==> src/rtl/decode_pipe.sv <==
// decode_pipe: RV32 decode stage with register file, WB bypass, load-use stall and ID/EX register.
// Optional macro DECODE_M_EXT_EN decodes funct7=0000001 R-type as M-extension instead of illegal.
module decode_pipe #(
  parameter int XLEN     = 32,
  parameter int NUM_REGS = 32,
  parameter int PC_W     = 32
) (
  input  logic            clk,
  input  logic            rst,
  input  logic            flush,
  input  logic            if_valid,
  output logic            if_ready,
  input  logic [31:0]     if_instr,
  input  logic [PC_W-1:0] if_pc,
  output logic            ex_valid,
  input  logic            ex_ready,
  output logic [XLEN-1:0] ex_alu_in1,
  output logic [XLEN-1:0] ex_alu_in2,
  output logic [4:0]      ex_alu_op,
  output logic [PC_W-1:0] ex_pc,
  output logic [6:0]      ex_opcode,
  output logic [2:0]      ex_funct3,
  output logic [XLEN-1:0] ex_imm,
  output logic [XLEN-1:0] ex_rs2_data,
  output logic            ex_dmem_en,
  output logic            ex_dmem_we,
  output logic            ex_rd_we,
  output logic [4:0]      ex_rd_addr,
  output logic [4:0]      ex_rs1_addr,
  output logic [4:0]      ex_rs2_addr,
  output logic            ex_illegal,
  input  logic            wb_we,
  input  logic [4:0]      wb_addr,
  input  logic [XLEN-1:0] wb_data
);
  localparam int AW = $clog2(NUM_REGS);
  localparam logic [5:0] NR = 6'(NUM_REGS);
  typedef struct packed {
    logic            valid;
    logic [XLEN-1:0] in1;
    logic [XLEN-1:0] in2;
    logic [4:0]      op;
    logic [PC_W-1:0] pc;
    logic [6:0]      opcode;
    logic [2:0]      funct3;
    logic [XLEN-1:0] imm;
    logic [XLEN-1:0] rs2_data;
    logic            dmem_en;
    logic            dmem_we;
    logic            rd_we;
    logic [4:0]      rd_addr;
    logic [4:0]      rs1_addr;
    logic [4:0]      rs2_addr;
    logic            illegal;
    logic            in2_rs2;
  } idex_t;
  idex_t q, d;
  logic [XLEN-1:0] regs [NUM_REGS];
  logic [6:0] opc, f7;
  logic [2:0] f3;
  logic [4:0] rs1, rs2, rd;
  logic is_r, is_i, is_ld, is_st, is_br, is_jalr, is_jal, is_auipc, is_lui, is_m, is_shift;
  logic known, m_bad, rs1_used, rs2_used, rd_used, illegal, hazard, accept, wb_ok;
  logic signed [31:0] imm32;
  logic [XLEN-1:0] imm, rd1, rd2;
  function automatic logic in_range(input logic [4:0] a);
    return {1'b0, a} < NR;
  endfunction
  assign opc = if_instr[6:0];
  assign f3  = if_instr[14:12];
  assign f7  = if_instr[31:25];
  assign rd  = if_instr[11:7];
  assign rs1 = if_instr[19:15];
  assign rs2 = if_instr[24:20];
  assign is_r     = opc == 7'b0110011;
  assign is_i     = opc == 7'b0010011;
  assign is_ld    = opc == 7'b0000011;
  assign is_st    = opc == 7'b0100011;
  assign is_br    = opc == 7'b1100011;
  assign is_jalr  = opc == 7'b1100111;
  assign is_jal   = opc == 7'b1101111;
  assign is_auipc = opc == 7'b0010111;
  assign is_lui   = opc == 7'b0110111;
  assign is_m     = is_r && f7 == 7'b0000001;
  assign is_shift = is_i && f3[1:0] == 2'b01;
  assign known    = is_r | is_i | is_ld | is_st | is_br | is_jalr | is_jal | is_auipc | is_lui;
  assign rs1_used = is_r | is_i | is_ld | is_st | is_br | is_jalr;
  assign rs2_used = is_r | is_st | is_br;
  assign rd_used  = is_r | is_i | is_ld | is_jalr | is_jal | is_auipc | is_lui;
`ifdef DECODE_M_EXT_EN
  assign m_bad = 1'b0;
`else
  assign m_bad = is_m;
`endif
  assign illegal = ~known | m_bad | (rs1_used & ~in_range(rs1)) | (rs2_used & ~in_range(rs2)) |
                   (rd_used & ~in_range(rd));
  assign imm32 = is_st ? {{20{if_instr[31]}}, if_instr[31:25], if_instr[11:7]} :
                 is_br ? {{19{if_instr[31]}}, if_instr[31], if_instr[7], if_instr[30:25], if_instr[11:8], 1'b0} :
                 (is_lui | is_auipc) ? {if_instr[31:12], 12'b0} :
                 is_jal ? {{11{if_instr[31]}}, if_instr[31], if_instr[19:12], if_instr[20], if_instr[30:21], 1'b0} :
                 is_r ? 32'sd0 : {{20{if_instr[31]}}, if_instr[31:20]};
  assign imm   = XLEN'(imm32);
  assign wb_ok = wb_we && wb_addr != 5'd0 && in_range(wb_addr);
  // Same-cycle WB bypass; x0 and out-of-range indices read as zero
  assign rd1 = (rs1 == 5'd0 || !in_range(rs1)) ? '0 : (wb_ok && wb_addr == rs1) ? wb_data : regs[rs1[AW-1:0]];
  assign rd2 = (rs2 == 5'd0 || !in_range(rs2)) ? '0 : (wb_ok && wb_addr == rs2) ? wb_data : regs[rs2[AW-1:0]];
  assign hazard = q.valid & q.dmem_en & ~q.dmem_we & q.rd_addr != 5'd0 &
                  ((rs1_used & rs1 == q.rd_addr) | (rs2_used & rs2 == q.rd_addr));
  assign if_ready = ~flush & ~hazard & (~q.valid | ex_ready);
  assign accept   = if_valid & if_ready;
  always_comb begin
    d          = '0;
    d.valid    = 1'b1;
    d.in1      = is_lui ? imm : (is_jal | is_auipc) ? XLEN'(if_pc) : rd1;
    d.in2      = is_lui ? '0 : (is_r | is_br) ? rd2 : is_shift ? XLEN'(rs2) : imm;
    d.op       = is_m ? {2'b10, f3} : (is_r | is_shift) ? {1'b0, f7[5], f3} : is_i ? {2'b00, f3} : 5'd0;
    d.pc       = if_pc;
    d.opcode   = opc;
    d.funct3   = f3;
    d.imm      = imm;
    d.rs2_data = rs2_used ? rd2 : '0;
    d.dmem_en  = (is_ld | is_st) & ~illegal;
    d.dmem_we  = is_st & ~illegal;
    d.rd_we    = rd_used & ~illegal;
    d.rd_addr  = d.rd_we ? rd : 5'd0;
    d.rs1_addr = rs1_used ? rs1 : 5'd0;
    d.rs2_addr = rs2_used ? rs2 : 5'd0;
    d.illegal  = illegal;
    d.in2_rs2  = is_r | is_br;
  end
  always_ff @(posedge clk or negedge rst) begin
    if (!rst) begin
      for (int i = 0; i < NUM_REGS; i++) regs[i] <= '0;
    end else if (wb_ok) begin
      regs[wb_addr[AW-1:0]] <= wb_data;
    end
  end
  // While EX stalls, late WB results refresh the held register operands
  always_ff @(posedge clk or negedge rst) begin
    if (!rst) q <= '0;
    else if (flush) q <= '0;
    else if (accept) q <= d;
    else if (q.valid && !ex_ready) begin
      if (wb_ok && wb_addr == q.rs1_addr) q.in1 <= wb_data;
      if (wb_ok && wb_addr == q.rs2_addr) begin
        q.rs2_data <= wb_data;
        if (q.in2_rs2) q.in2 <= wb_data;
      end
    end else q <= '0;
  end
  assign ex_valid    = q.valid;
  assign ex_alu_in1  = q.in1;
  assign ex_alu_in2  = q.in2;
  assign ex_alu_op   = q.op;
  assign ex_pc       = q.pc;
  assign ex_opcode   = q.opcode;
  assign ex_funct3   = q.funct3;
  assign ex_imm      = q.imm;
  assign ex_rs2_data = q.rs2_data;
  assign ex_dmem_en  = q.dmem_en;
  assign ex_dmem_we  = q.dmem_we;
  assign ex_rd_we    = q.rd_we;
  assign ex_rd_addr  = q.rd_addr;
  assign ex_rs1_addr = q.rs1_addr;
  assign ex_rs2_addr = q.rs2_addr;
  assign ex_illegal  = q.illegal;
endmodule

==> config.mk <==
export PLATFORM = sky130hd
export DESIGN_NAME = decode_pipe
export DESIGN_NICKNAME = d
export VERILOG_FILES = /design/src/rtl/decode_pipe.sv
export SDC_FILE = /design/constraint.sdc
export NUM_CORES = 2
export LEC_CHECK = 0
export BUFFER_PORTS_ARGS = -buffer_cell sky130_fd_sc_hd__buf_2
export CAP_MARGIN = 30
export CELL_PAD_IN_SITES_DETAIL_PLACEMENT = 0
export CELL_PAD_IN_SITES_GLOBAL_PLACEMENT = 2
export CORE_ASPECT_RATIO = 0.5
export CORE_MARGIN = 2
export CORE_UTILIZATION = 45
export CTS_CLUSTER_SIZE = 8
export DETAILED_ROUTE_END_ITERATION = 7
export PLACE_DENSITY = 0.89
export SYNTH_ARGS = -nofsm -noshare
export SYNTH_HDL_FRONTEND = slang
export SYNTH_SLANG_ARGS = --single-unit
==> constraint.sdc <==
create_clock -name clk -period 2.32 [get_ports clk]
set_input_delay 0 -clock clk [delete_from_list [all_inputs] [get_ports clk]]
set_output_delay 0 -clock clk [all_outputs]
set_load 0.005 [all_outputs]
### Word-level counts from Yosys, hierarchy flattened

Cells that the tools add are included.
W data, S select, Z words.

| word-level totals | value |
|---|---|
| register bits after elaboration | 1,220 |
| input bits | 107 |
| output and inout port bits | 196 |
| logic and storage cells | 173 |

| cells by class | value |
|---|---|
| order comparisons | 4 |
| eq/ne operators | 21 |
| muxes and demuxes | 41 |
| bitwise logic cells | 43 |
| reduce and logical (&&, ||, !) cells | 15 |

Operators with widths:

| cell | count |
|---|---|
| $bwmux W1024 | 1 |
| $mux W32 | 25 |
| $mux W196 | 2 |
| $bmux W32 S5 | 2 |
| $demux W32 S5 | 1 |
| $mux W79 | 1 |
| $mux W64 | 1 |
| $eq A5 B5 Y1 | 6 |
| $or A1 B1 Y1 | 22 |
| $eq A7 B6 Y1 const B | 3 |
| $eq A7 B7 Y1 const B | 3 |
| $mux W20 | 1 |
| $mux W5 | 4 |
| $ge A6 B6 Y1 const B | 3 |
| $not A5 Y6 | 3 |
| $eq A7 B5 Y1 const B | 2 |
| $and A1 B1 Y1 | 12 |
| $logic_not A5 Y1 | 2 |
| $reduce_bool A5 Y1 | 2 |
| $logic_and A1 B1 Y1 | 9 |
| $ne A4 B3 Y1 const B | 2 |
| $eq A7 B1 Y1 const B | 1 |
| $eq A7 B2 Y1 const B | 1 |
| $lt A6 B1 Y1 const B | 1 |
| other kinds (9) | 14 |

### Longest topological paths before layout

| depth | value |
|---|---|
| depth after elaboration | 16 |
| gate-level depth with buffers | 12 |
| mapped depth without buffers | 7 |

### Least setup slack after synthesis

OpenSTA, ideal clock, no wires.

| path | value |
|---|---|
| kind | in2reg |
| start point | input if_instr[21] |
| end point | register q, in the netlist ex_alu_in2[14] |
| library setup time | 0.132 ns |
| data arrival time | 1.989 ns |
| data required time | 2.188 ns |
| path slack | 0.199 ns |
| stages on the path | 9 |
| buffers on the path | 4 |
| cells stage by stage | buf_2 -> buf_2 -> buf_2 -> clkbuf_1 -> mux4_2 -> a221oi_1 -> a21oi_1 -> a222oi_1 -> o21ai_1 |

| between the ends | value |
|---|---|
| cells in the longest elaborated chain, start to end | 10 |
| elaborated cells between the ends (all ways) | 24 |
| those cells by class | eq/ne (4); mux (9); bitwise (8); reduce/logical (3) |

Ends and longest elaborated chain:

| element | RTL line | RTL |
|---|---|---|
| from (decl) | 13 | `input logic [31:0] if_instr,` |
| $not A5 Y6 (implied by the code) or $eq A5 B5 Y1 (tied branches) | 106, 108 |  |
| $bmux W32 S5 or $and A1 B1 Y1 (tied branches) | 106, 108 |  |
| $mux W32 (implied by the code) or $or A1 B1 Y1 (tied branches) | 106, 108 |  |
| $mux W32 (implied by the code) or $and A1 B1 Y1 (tied branches) | 106, 107 |  |
| $mux W32 or $not A1 Y1 (tied branches) | 106, 109 |  |
| $mux W32 or $and A1 B1 Y1 (tied branches) | 106, 109 |  |
| $mux W32 or $and A1 B1 Y1 (tied branches) | 115, 109 |  |
| $mux W32 or $and A1 B1 Y1 (tied branches) | 115, 110 |  |
| $mux W196, or another cell as far along | 142 | `else if (accept) q <= d;` |
| $mux W196 or $reduce_and A2 Y1 (tied branches) | -- |  |
| to (decl) | 57 | `idex_t q, d;` |

Parallel ways exist; a longest one is shown, timed or not. The select of a mux whose other input is x is not followed.
A chain may end at the register's enable or synchronous reset.

### Worst setup path after layout

| path | value |
|---|---|
| start point | register regs[12] in the netlist's numbering |
| end point | register q, in the netlist ex_alu_in2[12] |

| between the ends | value |
|---|---|
| cells in the longest elaborated chain, start to end | 9 |

Ends and longest elaborated chain:

| element | RTL line | RTL |
|---|---|---|
| from (decl) | 58 | `logic [XLEN-1:0] regs [NUM_REGS];` |
| from (signal, indexed assignment) | 135 | `regs[wb_addr[AW-1:0]] <= wb_data;` |
| $bmux W32 S5 | 106 | `assign rd2 = (rs2 == 5'd0 \|\| !in_range(rs2)) ? '0 : (wb_ok && wb_addr == rs2) ? wb_data : regs[rs2[AW-1:0]];` |
| $mux W32 (implied by the code) (2 in a row) | 106 |  |
| $mux W32 (2 in a row) | 106 |  |
| $mux W32 (2 in a row) | 115 | `d.in2 = is_lui ? '0 : (is_r \| is_br) ? rd2 : is_shift ? XLEN'(rs2) : imm;` |
| $mux W196 | 142 |  |
| $mux W196 | 141 | `else if (flush) q <= '0;` |

Every way passes these cells. The select of a mux whose other input is x is not followed.

==> metrics.md <==
| Metric | Value |
|---|---|
| CTS tree | yes |
| Filler Cell Count | 11910 |
| Sink Count | about 1200 |
| Fin Hold WS | about 0.046 ns |
| Setup crit start kind | register |
| Initial DRC count | 5697 |
| Vias in the first global route | 48820 |
| WP data required | ~3.0 ns |
| CP bufs+invs | 0 |
| Final WS setup | -0.0007672 ns |
| Slew Viols, Final | 0 |
| WL final | 225400 µm |
| Syn nets | between 4000 and 5000 |
| Post-Synthesis Cells | around 5000 |
| Worst Max-Slew Pin Slew | 0.7899 ns |
| Clk Latency, worst-skew pair | 0.81 ns |
| Setup-failing EPs final | 1 |
| R2R Path Start | regs[12] |
| Top cell type's share of synthesized area | around 46% |
| Worst setup path endpoint | ex_alu_in2[12] |
| Row Count | 99 |
| CP max-delay cell | mux4_2 |
| Critical path cell sequence | mux4_2, mux2_2, a221oi_1, a21oi_1, a222oi_1, o21ai_1 |
| Number of flops mapped to enable cells by yosys | 0 |
| Congestion Overflow GR | 0 |
| Critical register-to-register path endpoint | ex_alu_in2[12] |
| Area of the core | between 100000 and 150000 µm² |
| Layout Skew | roughly 0.033 ns |
| Starting Density | a little under half |
| Total number of vias | 47230 |
| Crit. Startpoint | regs[12] |
| Clk buf depth | 3 |
| CP peak stage delay | 0.47 ns |
| Total Power | about 0.063 W |
| Hold WC Path Type | primary input to register |
| Cell depth of the worst setup path | 6 |
| Count of input and output buffers | 302 |
| Tot GR Track Use | 30.01% |
| Root Driver | clkbuf_16 |
| DIE HEIGHT | 274.3 µm |
| HP Start | if_pc[11] |
| Cell family with most CP delay | compound AO/OA/AOI/OAI gates |
| Fin crit share | 100.0% |
| H-tree levels | 4 |
| Cell area after synthesis | 65740 µm² |
| Synthesized area per cell | 13.44 µm² |
| I/O Pins | 303 |
| Largest area contributor in the netlist | dfrtp_1 |
| Failing checks | setup timing |
| Total Nets Final | approximately 5300 |
| Worst slack at placement | -0.6521 ns |
| Worst-path clk slew | 0.05 ns |
| Power Dens Cells | 811.5 nW/µm² |
| Main synth FF type | dfrtp_1 |
| Synth warnings | 0 |
| DIE WIDTH | roughly 540 µm |
| RD Place Congestion | 0.9186 |
| Wire length per cell | ~31 µm |
| CP endpoint kind | register |
| Lkg Pwr | 34.75 nW |
| Largest net degree at the start of global routing | roughly 130 |
| Seq/Total Area, Yosys | 46.44% |
| Kind of critical path | register to register |
| Final instance area | 77340 µm² |
| Setup slack, reg-to-reg | -0.0008 ns |
| Via/cell ratio | 6.573 |
| Post-DP HPWL | around 140000 µm |
| Area contributors post-synth | dfrtp_1 46%, mux2_2 19%, mux4_2 13% |
| Antenna Nets Post-Route | 0 |
| Peak supply drop | about 0.0006 V |
| Area grow syn2layout | 17.64% |
| Max Cap Viol | 0 |
| Count leader, synth | dfrtp_1 |
| Setup TNS | -0.0007672 ns |
| Worst EP arrival | between 3 and 4 ns |
| Placed instance area | 71110 µm² |
| TritonCTS Buffers | 170 |
| First-pass GRT wire length | 330200 µm |
| Critical Path Fanout Max | 3 |
| Share of cells above drive strength 1 | 48.25% |
| Pre-antenna DRT Iters | 7 |
| Minimum clock period | 2.321 ns |
| DRC Markers | 0 |
| Synth cell types | 65 |
| Die area | roughly 150000 µm² |
| Max Fclk | about 430 MHz |
| Final hold violation count | 0 |
| Top cells by count, synth | 1220 x dfrtp_1, 1103 x mux2_2, 378 x mux4_2 |
| Async set or reset register ratio after synthesis | 100.0% |
| Ant. Diodes | 0 |
| FF+latch count, synth | roughly 1200 |
| Slew Limit Headroom | 47.34% |
| Status | finished, violations left |
| Reg2Reg Depth | 6 |
| Antenna violations before repair | 1 |
| RSZ-0062 raised after global routing | yes |
[report_power, final]
group,internal (W),switching (W),total [W]
registers,0.0249,0.00266,0.0275
clock network,0.0132,0.00944,0.0227
logic,0.00719,0.00538,0.0126
total,0.0453,0.0175,0.0628
[final cells by class]
cell class,count,area [µm²],area share [%]
multi-input cells,2930,31890,41.23
flip-flops and latches,1220,30530,39.48
repair buffers,879,7901,10.22
clock buffers,173,4329,5.598
well taps,1969,2464,3.186
clock inverters,12,211.5,0.2734
inverters,3,11.26,0.01456
[tightest hold or removal path, delay by kind of cell]
family | cells | cell delay [ns]
AO/OA/AOI/OAI | 1 | 0.13
buffers and inverters | 2 | 0.68
[placed cells by master, fill, tap and decap left out, types with 29 or more instances in the layout]
| cell | n |
|---|---|
| a22o_1 | 118 |
| buf_2 | 292 |
| mux4_2 | 378 |
| mux2_2 | 1102 |
| a21oi_1 | 140 |
| dlygate4sd3_1 | 136 |
| buf_12 | 131 |
| clkbuf_16 | 174 |
| o22ai_1 | 69 |
| o221ai_1 | 84 |
| mux2i_1 | 272 |
| nor3_1 | 29 |
| o21ai_0 | 74 |
| dfrtp_1 | 1217 |
| nand2_1 | 131 |
| buf_4 | 313 |
| nor2_1 | 68 |
[repair_timing]
item | 4_1_cts | 5_1_grt
hold buffers | 137 | 0
pin swaps | 0 | 7
resized for setup | 23 | 28
cloned | 0 | 1
setup endpoints to repair | 51 | 102
setup buffers | 0 | 3
hold endpoints to repair | 2401 | 0
[how the worst min path moves through the flow]
stage	endpoint	slack, ns	depth (start not counted)
final	ex_pc[11]	0.05	3
after global routing	ex_pc[11]	0.04	3
after CTS	ex_pc[11]	0.009	3
after detailed placement	regs[347]	-0.07	1
after global placement	regs[315]	-0.08	1
after floorplan	ex_alu_in1[0]	-0.30	0
[registers in the layout, summed over array words and instances, names as in the netlist]
register	cells
ex_alu_in1	32
ex_alu_in2	32
ex_rs2_data	32
ex_imm	32
ex_valid	1
ex_rd_we	1
regs	1024
ex_funct3	3
ex_dmem_we	1
ex_pc	32
ex_opcode	7
ex_rd_addr	5
ex_rs1_addr	5
q	1
ex_alu_op	5
ex_dmem_en	1
ex_illegal	1
ex_rs2_addr	5
[layer usage]
layer  up-vias  share of wire [%]  track usage [%]  wire length [µm]
li1      19040                  -                -                 -
met1     25110                 40            39.88             89350
met2      2485                 46            46.37            104200
met3       601                9.1            6.803             20410
met4         0                5.1            15.24             11420
met5         -                  0                0                 0
[per-stage QoR]
step	utilization [%]	instances
after global routing	53.18	7186
after CTS	53.05	7182
after detailed placement	48.90	6861
after floorplan	-	4890
after global placement	48.90	6861
final	53.18	7186
[kinds of logic after synthesis]
kind of cell              synth area share [%]
buffers and inverters                    5.801
AOI/OAI and AO/OA                        8.875
DFF                                      46.44
muxes                                    35.98
and+or+nand+nor                          2.489
xor gates and xnor gates                0.4130
(Power assumes the default switching activity.)
